$ cat config.mk
export PLATFORM = sky130hd
export DESIGN_NAME = action_executor
export DESIGN_NICKNAME = d
export VERILOG_FILES = /design/src/rtl/action_executor.sv
export SDC_FILE = /design/constraint.sdc
export NUM_CORES = 2
export LEC_CHECK = 0
export ABC_CLOCK_PERIOD_IN_PS = 10000
export BUFFER_PORTS_ARGS = -buffer_cell sky130_fd_sc_hd__buf_2
export CAP_MARGIN = 40
export CELL_PAD_IN_SITES_DETAIL_PLACEMENT = 0
export CELL_PAD_IN_SITES_GLOBAL_PLACEMENT = 1
export CORE_AREA = 2 2 507 509
export CTS_CLUSTER_SIZE = 16
export DETAILED_ROUTE_END_ITERATION = 10
export DIE_AREA = 0 0 509 511
export PLACE_DENSITY_LB_ADDON = 0.15
export SYNTH_ARGS = -nofsm -noshare
export SYNTH_HDL_FRONTEND = slang
export SYNTH_SLANG_ARGS = --single-unit
$ cat constraint.sdc
create_clock -name clk -period 10 [get_ports clk]
set_input_delay 2.5 -clock clk [delete_from_list [all_inputs] [get_ports clk]]
set_output_delay 2.5 -clock clk [all_outputs]
set_load 0.05 [all_outputs]
$ cat src/rtl/action_executor.sv
// Action executor: applies the matcher's flow-value action words to a header copy, one word per cycle.
// Optional hit/miss/drop counters are compiled in when EXECUTOR_STATS_EN is defined.
`ifndef BYTE_BUS
`define BYTE_BUS 8
`endif
`ifndef MAX_VAL_LEN
`define MAX_VAL_LEN 16
`endif
`ifndef HDR_MAX_LEN
`define HDR_MAX_LEN 64
`endif
`ifndef DATA_BUS
`define DATA_BUS 32
`endif
`ifndef NUM_HEADERS
`define NUM_HEADERS 4
`endif

module action_executor #(
  parameter int PROC_ID = 0,
  parameter int ACT_NUM = `MAX_VAL_LEN/4
) (
  input  logic                                   clk,
  input  logic                                   rst,
  input  logic                                   start_i,
  input  logic                                   is_match_i,
  input  logic [`MAX_VAL_LEN-1:0][`BYTE_BUS-1:0] flow_val_i,
  input  logic [`HDR_MAX_LEN-1:0][`BYTE_BUS-1:0] pkt_hdr_i,
  input  logic [`NUM_HEADERS-1:0][`DATA_BUS-1:0] parsed_hdrs_i,
  input  logic                                   mod_start_i,
  input  logic [7:0]                             mod_miss_port_i,
  input  logic                                   mod_miss_drop_i,
  output logic                                   ready_o,
  output logic                                   busy_o,
  output logic [`HDR_MAX_LEN-1:0][`BYTE_BUS-1:0] pkt_hdr_o,
  output logic [7:0]                             fwd_port_o,
  output logic                                   drop_o,
`ifdef EXECUTOR_STATS_EN
  output logic                                   err_o,
  output logic [31:0]                            stat_hit_o,
  output logic [31:0]                            stat_miss_o,
  output logic [31:0]                            stat_drop_o
`else
  output logic                                   err_o
`endif
);
  localparam int NW   = `MAX_VAL_LEN/4;
  localparam int WIW  = (NW > 1) ? $clog2(NW) : 1;
  localparam int HIDW = (`NUM_HEADERS > 1) ? $clog2(`NUM_HEADERS) : 1;
  localparam int HIW  = (`HDR_MAX_LEN > 1) ? $clog2(`HDR_MAX_LEN) : 1;
  localparam logic [WIW-1:0] K_LAST = WIW'(ACT_NUM - 1);
  localparam logic [`BYTE_BUS-1:0] OP_END = 'h00, OP_SET = 'h01, OP_ADD = 'h02,
                                   OP_DEC = 'h03, OP_FWD = 'h04, OP_DROP = 'h05;

  if (ACT_NUM < 1 || ACT_NUM > NW || PROC_ID < 0) begin : g_bad_cfg
    $error("action_executor: ACT_NUM must be in 1..MAX_VAL_LEN/4 and PROC_ID >= 0");
  end

  typedef enum logic [1:0] {IDLE, EXEC, MISS, DONE} state_t;
  state_t state, state_n;

  logic [NW-1:0][3:0][`BYTE_BUS-1:0]     words_q;
  logic [`NUM_HEADERS-1:0][`DATA_BUS-1:0] parsed_q;
  logic                                   match_q;
  logic [WIW-1:0]                         k;
  logic [7:0]                             miss_port;
  logic                                   miss_drop;

  logic [`BYTE_BUS-1:0] op, off, opd, nxt_op, tgt;
  logic [3:0]           hid;
  logic [31:0]          idx;
  logic [HIW-1:0]       tidx;
  logic                 tgt_ok, stop;

  // Decode of the current word; a following END ends execution without spending a cycle on it.
  always_comb begin
    op     = words_q[k][0];
    hid    = words_q[k][1][3:0];
    off    = words_q[k][2];
    opd    = words_q[k][3];
    nxt_op = (k == K_LAST) ? OP_END : words_q[k + 1'b1][0];
    idx    = 32'(parsed_q[hid[HIDW-1:0]]) + 32'(off);
    tgt_ok = ({28'b0, hid} < 32'(`NUM_HEADERS)) && (idx < 32'(`HDR_MAX_LEN));
    tidx   = idx[HIW-1:0];
    tgt    = pkt_hdr_o[tidx];
    stop   = (op == OP_END) || (op == OP_DROP) || (k == K_LAST) || (nxt_op == OP_END);
  end

  always_ff @(posedge clk or negedge rst) begin
    if (!rst) state <= IDLE;
    else      state <= state_n;
  end

  always_comb begin
    state_n = state;
    case (state)
      IDLE:    if (!mod_start_i && start_i) state_n = is_match_i ? EXEC : MISS;
      EXEC:    if (stop) state_n = DONE;
      MISS:    state_n = DONE;
      DONE:    state_n = IDLE;
      default: state_n = IDLE;
    endcase
  end

  assign busy_o  = (state == EXEC) || (state == MISS);
  assign ready_o = (state == DONE);

  always_ff @(posedge clk or negedge rst) begin
    if (!rst) begin
      pkt_hdr_o  <= '0;
      fwd_port_o <= '0;
      drop_o     <= 1'b0;
      err_o      <= 1'b0;
      words_q    <= '0;
      parsed_q   <= '0;
      match_q    <= 1'b0;
      k          <= '0;
      miss_port  <= '0;
      miss_drop  <= 1'b0;
    end else begin
      case (state)
        IDLE: begin
          if (mod_start_i) begin
            miss_port <= mod_miss_port_i;
            miss_drop <= mod_miss_drop_i;
          end else if (start_i) begin
            pkt_hdr_o  <= pkt_hdr_i;
            words_q    <= flow_val_i;
            parsed_q   <= parsed_hdrs_i;
            match_q    <= is_match_i;
            fwd_port_o <= '0;
            drop_o     <= 1'b0;
            err_o      <= 1'b0;
            k          <= '0;
          end
        end
        EXEC: begin
          k <= k + 1'b1;
          case (op)
            OP_END: ;
            OP_SET, OP_ADD, OP_DEC: begin
              if (!tgt_ok)            err_o <= 1'b1;
              else if (op == OP_SET)  pkt_hdr_o[tidx] <= opd;
              else if (op == OP_ADD)  pkt_hdr_o[tidx] <= tgt + opd;
              else if (tgt != '0)     pkt_hdr_o[tidx] <= tgt - 1'b1;
            end
            OP_FWD:  fwd_port_o <= opd;
            OP_DROP: drop_o     <= 1'b1;
            default: err_o      <= 1'b1;
          endcase
        end
        MISS: begin
          fwd_port_o <= miss_port;
          drop_o     <= miss_drop;
        end
        default: ;
      endcase
    end
  end

`ifdef EXECUTOR_STATS_EN
  always_ff @(posedge clk or negedge rst) begin
    if (!rst) begin
      stat_hit_o  <= '0;
      stat_miss_o <= '0;
      stat_drop_o <= '0;
    end else if (state == DONE) begin
      if (match_q) stat_hit_o  <= stat_hit_o + 1'b1;
      else         stat_miss_o <= stat_miss_o + 1'b1;
      if (drop_o)  stat_drop_o <= stat_drop_o + 1'b1;
    end
  end
`endif

endmodule

After elaboration in Yosys (flattened, before gate mapping)
Cells that the tools add are included.
{ "classes": {"mux": 40, "addsub": 4, "magnitude_cmp": 7, "n_reduce_logical": 24, "bitwise_logic": 1, "n_eq_ne": 20} }
{ "op_table": {"columns": ["op", "n"], "rows": [
  ["2-to-1 mux 512 bit", 7],
  ["bitwise mux 512 bit", 3],
  ["one-hot mux 512 bit (2 select lines)", 1],
  ["binary-select mux 32 bit (select 2 bit)", 3],
  ["2-to-1 mux 32 bit", 2],
  ["2-to-1 mux 8 bit", 7],
  ["binary-select mux 8 bit (select 6 bit)", 1],
  ["demux 8 bit (select 6 bit)", 1],
  ["adder 32 x 8 -> 32 bit", 1],
  ["less-than comparator 32 x 7 -> 1 bit (second input constant)", 1],
  ["one-hot mux 8 bit (3 select lines)", 1],
  ["equality test 8 x 2 -> 1 bit (second input constant)", 2],
  ["equality test 8 x 3 -> 1 bit (second input constant)", 2],
  ["zero test 8 bit", 2],
  ["!= test 2 bit (second input constant)", 7],
  ["2-to-1 mux 2 bit", 5],
  ["less-than comparator 2 x 3 -> 1 bit (second input constant)", 3],
  ["adder 8 bit", 1],
  ["equality test 8 x 1 -> 1 bit (second input constant)", 1],
  ["one-hot mux 2 bit (4 select lines)", 1],
  ["AND reduction 4 bit", 2],
  ["nonzero test 8 bit", 1],
  ["subtractor 8 x 1 -> 8 bit (second input constant)", 1],
  ["less-than comparator 6 x 7 -> 1 bit (second input constant)", 1],
  ["24 further kinds", 39]
]} }
{ "totals": {"out_inout_bits": 524, "inputBits": 782, "regBits": 791} }

Logic depth before layout (Yosys ltp)
{ "logic_depth": {"ltp_word": 16, "mapped_depth": 37} }

Least setup slack after synthesis
No wires, ideal clock.
{ "synth_path": {"path_type": "reg-to-reg", "startpoint": "reg k[0]", "endpoint": "reg pkt_hdr_o[135] in the netlist's numbering", "arrival_time_ns": 7.699, "t_required_ns": 9.872, "path_stages_with_launch": 34, "setup_time_ns": 0.128, "path_buffers": 11, "path_slack_ns": 2.174, "synth_period_minus_slack_ns": 7.826, "cell_sequence": "dfrtp_1 buf_2 clkbuf_1 clkbuf_1 buf_1 mux4_2 ha_1 inv_1 fa_1 buf_2 buf_4 buf_2 buf_2 buf_2 mux2_2 a221oi_1 o22ai_1 a22oi_1 and4_1 inv_1 ha_1 a21o_1 a21oi_1 o21ai_0 a21o_1 a21oi_1 nor3_1 mux2i_1 o311ai_0 or3b_1 buf_4 buf_2 a22o_1 mux2_1"} }
{ "synth_between": {"elab_chain_len": 16, "word_cells_on_any_way": 35} }
{ "synth_lines": {"columns": ["element", "line_no", "text"], "rows": [
  ["from (decl)", "65", "logic [WIW-1:0] k;"],
  ["from (signal assigned)", "138", "k <= k + 1'b1;"],
  ["binary-select mux 32 bit (select 2 bit) (*)", null, null],
  ["2-to-1 mux 32 bit (not written as such) (*)", "80", "opd = words_q[k][3];"],
  ["parallel branches: the longest is 14 deep, another holds adder 32 x 8 -> 32 bit", null, null],
  ["to (signal, indexed assignment)", "143", "else if (op == OP_SET) pkt_hdr_o[tidx] <= opd;"],
  ["to (signal, indexed assignment)", "144", "else if (op == OP_ADD) pkt_hdr_o[tidx] <= tgt + opd;"],
  ["to (signal, indexed assignment)", "145", "else if (tgt != '0) pkt_hdr_o[tidx] <= tgt - 1'b1;"],
  ["to (decl)", "35", "output logic [`HDR_MAX_LEN-1:0][`BYTE_BUS-1:0] pkt_hdr_o,"]
]} }
Every way passes the cells marked *. The select of a mux whose other input is x is not followed.
A chain may end at the register's enable or synchronous reset.

Worst setup path after layout
{ "layout_path": {"startpoint": "reg k[1]", "endpoint": "reg pkt_hdr_o[487] in the netlist's numbering"} }
Same word-level chain as after synthesis.

==> parameters.txt <==
Parameter                              Value

Die
  I/O pin cnt    approximately 1.3k
  Die area    about 260000 µm²
  Die extent in y    511 µm
  Die extent in x    509 µm
  Row count    around 190
  Core area    approximately 260000 µm²
  Effective utilization at floorplan    0.1680

Clock tree
  Number of clock buffers inserted by TritonCTS    around 110
  Clock latency on the worst-skew pair    a little over 0.8 ns
  Clock Path Buffers    3
  Cts-stage hold buffer count    0
  Clock transition time at the flip-flop clock pins of the worst setup and hold paths    around 0.07 ns
  Sinks on Clock Net    775
  Root Driver    sky130_fd_sc_hd__clkbuf_16
  Resized Gates After CTS    0
  Deepest level of the CTS H-tree    3
  Setup Fix Bufs, Post-CTS    0
  TritonCTS clock tree    yes

Timing
  Accumulated negative setup slack    0 ns
  Pins over their slew limit    0
  Max Clock Freq    112.0 MHz
  RSZ-0062 raised after global routing    false
  Setup-violating endpoint count in the final report    0
  Worst clock skew    roughly 0.084 ns
  Actual transition at the worst max-transition pin    about 1.1 ns
  Final period demand of the worst path    around 9 ns
  Period utilisation layout    0.8928
  Total count of hold-check failures in the final report    0
  Slew margin rel.    0.2545

Worst setup path
  Reg-to-Reg Start    k[1]$_DFFE_PN0P_
  Critical path capture point type    flip-flop
  Crit path launch type    flip-flop
  R2R cell count    25
  Crit path kind    flip-flop to flip-flop
  Largest incremental delay on the critical path    ~0.66 ns
  Critical path's top delay family    compound AO/OA/AOI/OAI gates
  Required time of the worst setup path    approximately 11 ns
  Critical path depth    25
  Number of buffers and inverters on the critical path    4
  Setup crit start    k[1]$_DFFE_PN0P_
  Crit path max-delay cell type    sky130_fd_sc_hd__o2bb2ai_1
  Endpoint arrival time on the critical path    between 9 and 10 ns
  Worst-path fanout max    31

Hold path
  Beginning of the worst hold path    fwd_port_o[2]$_DFFE_PN0P_
  Hold WC Path Type    flip-flop to flip-flop
  Number of cells traversed by the worst hold path    2

Logic synthesis
  Gate Count Post-Synth    roughly 3.7k
  Number of register bits inferred by synthesis    775
  Library cell occupying the most area in the post-synthesis netlist    sky130_fd_sc_hd__dfrtp_1
  Avg Synthesized Cell Area    approximately 12 µm²
  Count of warnings emitted by yosys    0
  Post-synthesis instance area    42890 µm²
  Most common flop cell mapped by yosys    sky130_fd_sc_hd__dfrtp_1
  Synth top cells by count    sky130_fd_sc_hd__dfrtp_1 (775), sky130_fd_sc_hd__o2bb2ai_1 (388), sky130_fd_sc_hd__mux2_2 (348), sky130_fd_sc_hd__nand2_1 (306), sky130_fd_sc_hd__a22o_1 (260)
  Most frequently used cell type in the post-synthesis netlist    sky130_fd_sc_hd__dfrtp_1
  Count of unique library cells instantiated by Yosys    98
  Area share of the leading cell type in the synthesized netlist    0.4521
  Number of flops mapped to enable cells by yosys    0
  Top area cells in the synthesized netlist    sky130_fd_sc_hd__dfrtp_1 (45%), sky130_fd_sc_hd__mux2_2 (9.1%), sky130_fd_sc_hd__o2bb2ai_1 (7.9%)
  Seq/Total Area, Yosys    0.4521
  Synthesized Nets    4493
  Post-synth ARST share    1.000

Global routing
  GR Util All Layers    0.2504
  Global-route wire length before repair    434900 µm
  Pin count of the biggest net entering global routing    150
  Number of global-route vias before repair    41.77k
  Initial antenna violation count    ~210
  Remaining global-route overflow    0

Place
  Last weighted congestion value of the routability-driven placer    0.8250
  Placed Area    between 50000 and 60000 µm²
  HPWL after DPL    between 200000 and 300000 µm
  Input/output buffers    between 1k and 1.5k

Layout
  Filler cell count    ~28k
  Core occupancy in the finished layout    0.2287
  Count of nets after finishing    a little under 6k
  Non-Filler Cell Area, Final    between 50000 and 60000 µm²
  Layout Area Growth over Synthesis    36.10%
  Share of layout cells above drive strength 1    0.4389

Route
  Remaining design rule violation count    0
  Routed length on met1    around 140000 µm
  Met3 wirelength from detailed routing    approximately 28000 µm
  Via count    41.51k
  Top routing layer used    met5
  Ratio of routed vias to standard cells    4.879
  Routed length on met2    approximately 160000 µm
  Final Routed Wirelength    about 340000 µm
  First-pass iteration count of the detailed router    5
  Starting DRT DRC Count    between 3k and 4k
  Number of nets with antenna violations after detailed routing    0
  Post-detailed-route wirelength per cell    39.65 µm

Job
  Max Cap Violations    0

Outcome
  Outcome    finished clean
[path summary, 6_finish.rpt]
| kind | to | slack, ns |
|---|---|---|
| min in group asynchronous | words_q[100]$_DFFE_PN0P_ | 1.67 |
| max in group asynchronous | pkt_hdr_o[472]$_DFFE_PN0P_ | 6.18 |
| min reg2reg | fwd_port_o[2]$_DFFE_PN0P_ | 0.49 |
| max reg2reg | pkt_hdr_o[487]$_DFFE_PN0P_ | 1.07 |
| max | pkt_hdr_o[487]$_DFFE_PN0P_ | 1.07 |
| min | fwd_port_o[2]$_DFFE_PN0P_ | 0.49 |
[per-stage QoR]
| step | instances | hold WS (ns) | worst slack, ns |
|---|---|---|---|
| final | 8508 | 0.4870 | 1.072 |
| after global routing | 8459 | 0.5063 | 0.6129 |
| after CTS | 8428 | 0.4891 | 0.8483 |
| after detailed placement | 8232 | 0.4696 | 0.8760 |
| after global placement | 8196 | 0.4610 | 0.5662 |
| after floorplan | 3688 | 0.4739 | 2.174 |
[layout by cell type (no fill, tap or decap), drive strengths merged, types with 7 or more instances in the layout]
cell type / n
a21o: 7
nand4: 21
nand3: 74
a22o: 260
dfrtp: 775
a32o: 8
a22oi: 144
ha: 21
diode: 80
clkinv: 25
buf: 1477
o31ai: 7
nand2b: 12
inv: 26
nand3b: 14
mux2: 383
clkbuf: 161
mux2i: 139
nor2: 202
mux4: 66
o2bb2ai: 388
a32oi: 103
nor3b: 7
a221oi: 12
o2111ai: 7
a31oi: 75
xnor2: 18
nor3: 20
a21oi: 92
and3: 20
o21ai: 45
nand2: 306
o211ai: 12
[layer usage]
layer | vias to the layer above | global-route usage
li1 | 17170 | -
met1 | 21630 | 0.3074
met2 | 1937 | 0.4149
met3 | 597 | 0.08073
met4 | 176 | 0.07330
met5 | - | 0
[sequential cells by signal, summed over array words and instances, names as in the netlist]
register / flops
pkt_hdr_o: 512
parsed_q: 128
words_q: 112
fwd_port_o: 8
miss_port: 8
k: 2
state: 2
drop_o: 1
err_o: 1
miss_drop: 1
[worst register-to-register path, stage by stage, from the launching register on]
cell and delay (ns):
sky130_fd_sc_hd__dfrtp_1 0.61, sky130_fd_sc_hd__mux4_2 0.53, sky130_fd_sc_hd__buf_4 0.60, sky130_fd_sc_hd__mux4_2 0.65, sky130_fd_sc_hd__ha_1 0.42, sky130_fd_sc_hd__or3_1 0.37
sky130_fd_sc_hd__a21o_1 0.24, sky130_fd_sc_hd__o2bb2ai_1 0.66, sky130_fd_sc_hd__nand4_1 0.63, sky130_fd_sc_hd__nand4_1 0.50, sky130_fd_sc_hd__a2111oi_2 0.09, sky130_fd_sc_hd__buf_4 0.21
sky130_fd_sc_hd__inv_1 0.10, sky130_fd_sc_hd__ha_1 0.23, sky130_fd_sc_hd__a21o_1 0.16, sky130_fd_sc_hd__a21oi_1 0.31, sky130_fd_sc_hd__o21ai_0 0.19, sky130_fd_sc_hd__a21o_1 0.19
sky130_fd_sc_hd__a21oi_1 0.29, sky130_fd_sc_hd__nor3_1 0.09, sky130_fd_sc_hd__mux2i_1 0.13, sky130_fd_sc_hd__o311ai_0 0.14, sky130_fd_sc_hd__or3b_4 0.42, sky130_fd_sc_hd__buf_4 0.30
sky130_fd_sc_hd__a22o_1 0.47, sky130_fd_sc_hd__mux2_1 0.29
[cells by family (layout without fill, tap and decap cells)]
family                     after synthesis  in the layout  synth area share
xor gates and xnor gates                24             24          0.005864
AOI/OAI and AO/OA                     1224           1224            0.2516
and+or+nand+nor                        711            711           0.07538
DFF                                    775            775            0.4521
adders and majority gates               23             23          0.007059
other                                    0             80                 0
muxes                                  588            588            0.1684
buffers and inverters                  343           1699           0.03953
[area by class of cell]
cell class	instances	area, µm²	area share
diodes	80	200.2	0.003429
clock buffers	161	3172	0.05433
clock inverters	35	462.9	0.007930
inverters	26	106.4	0.001822
multi-input cells	2570	22160	0.3796
flip-flops and latches	775	19390	0.3322
well taps	3384	4234	0.07253
repair buffers	1477	8648	0.1481
Power is not shown: default switching activity piles up to over one toggle a cycle in this logic, so the estimate is an artifact.
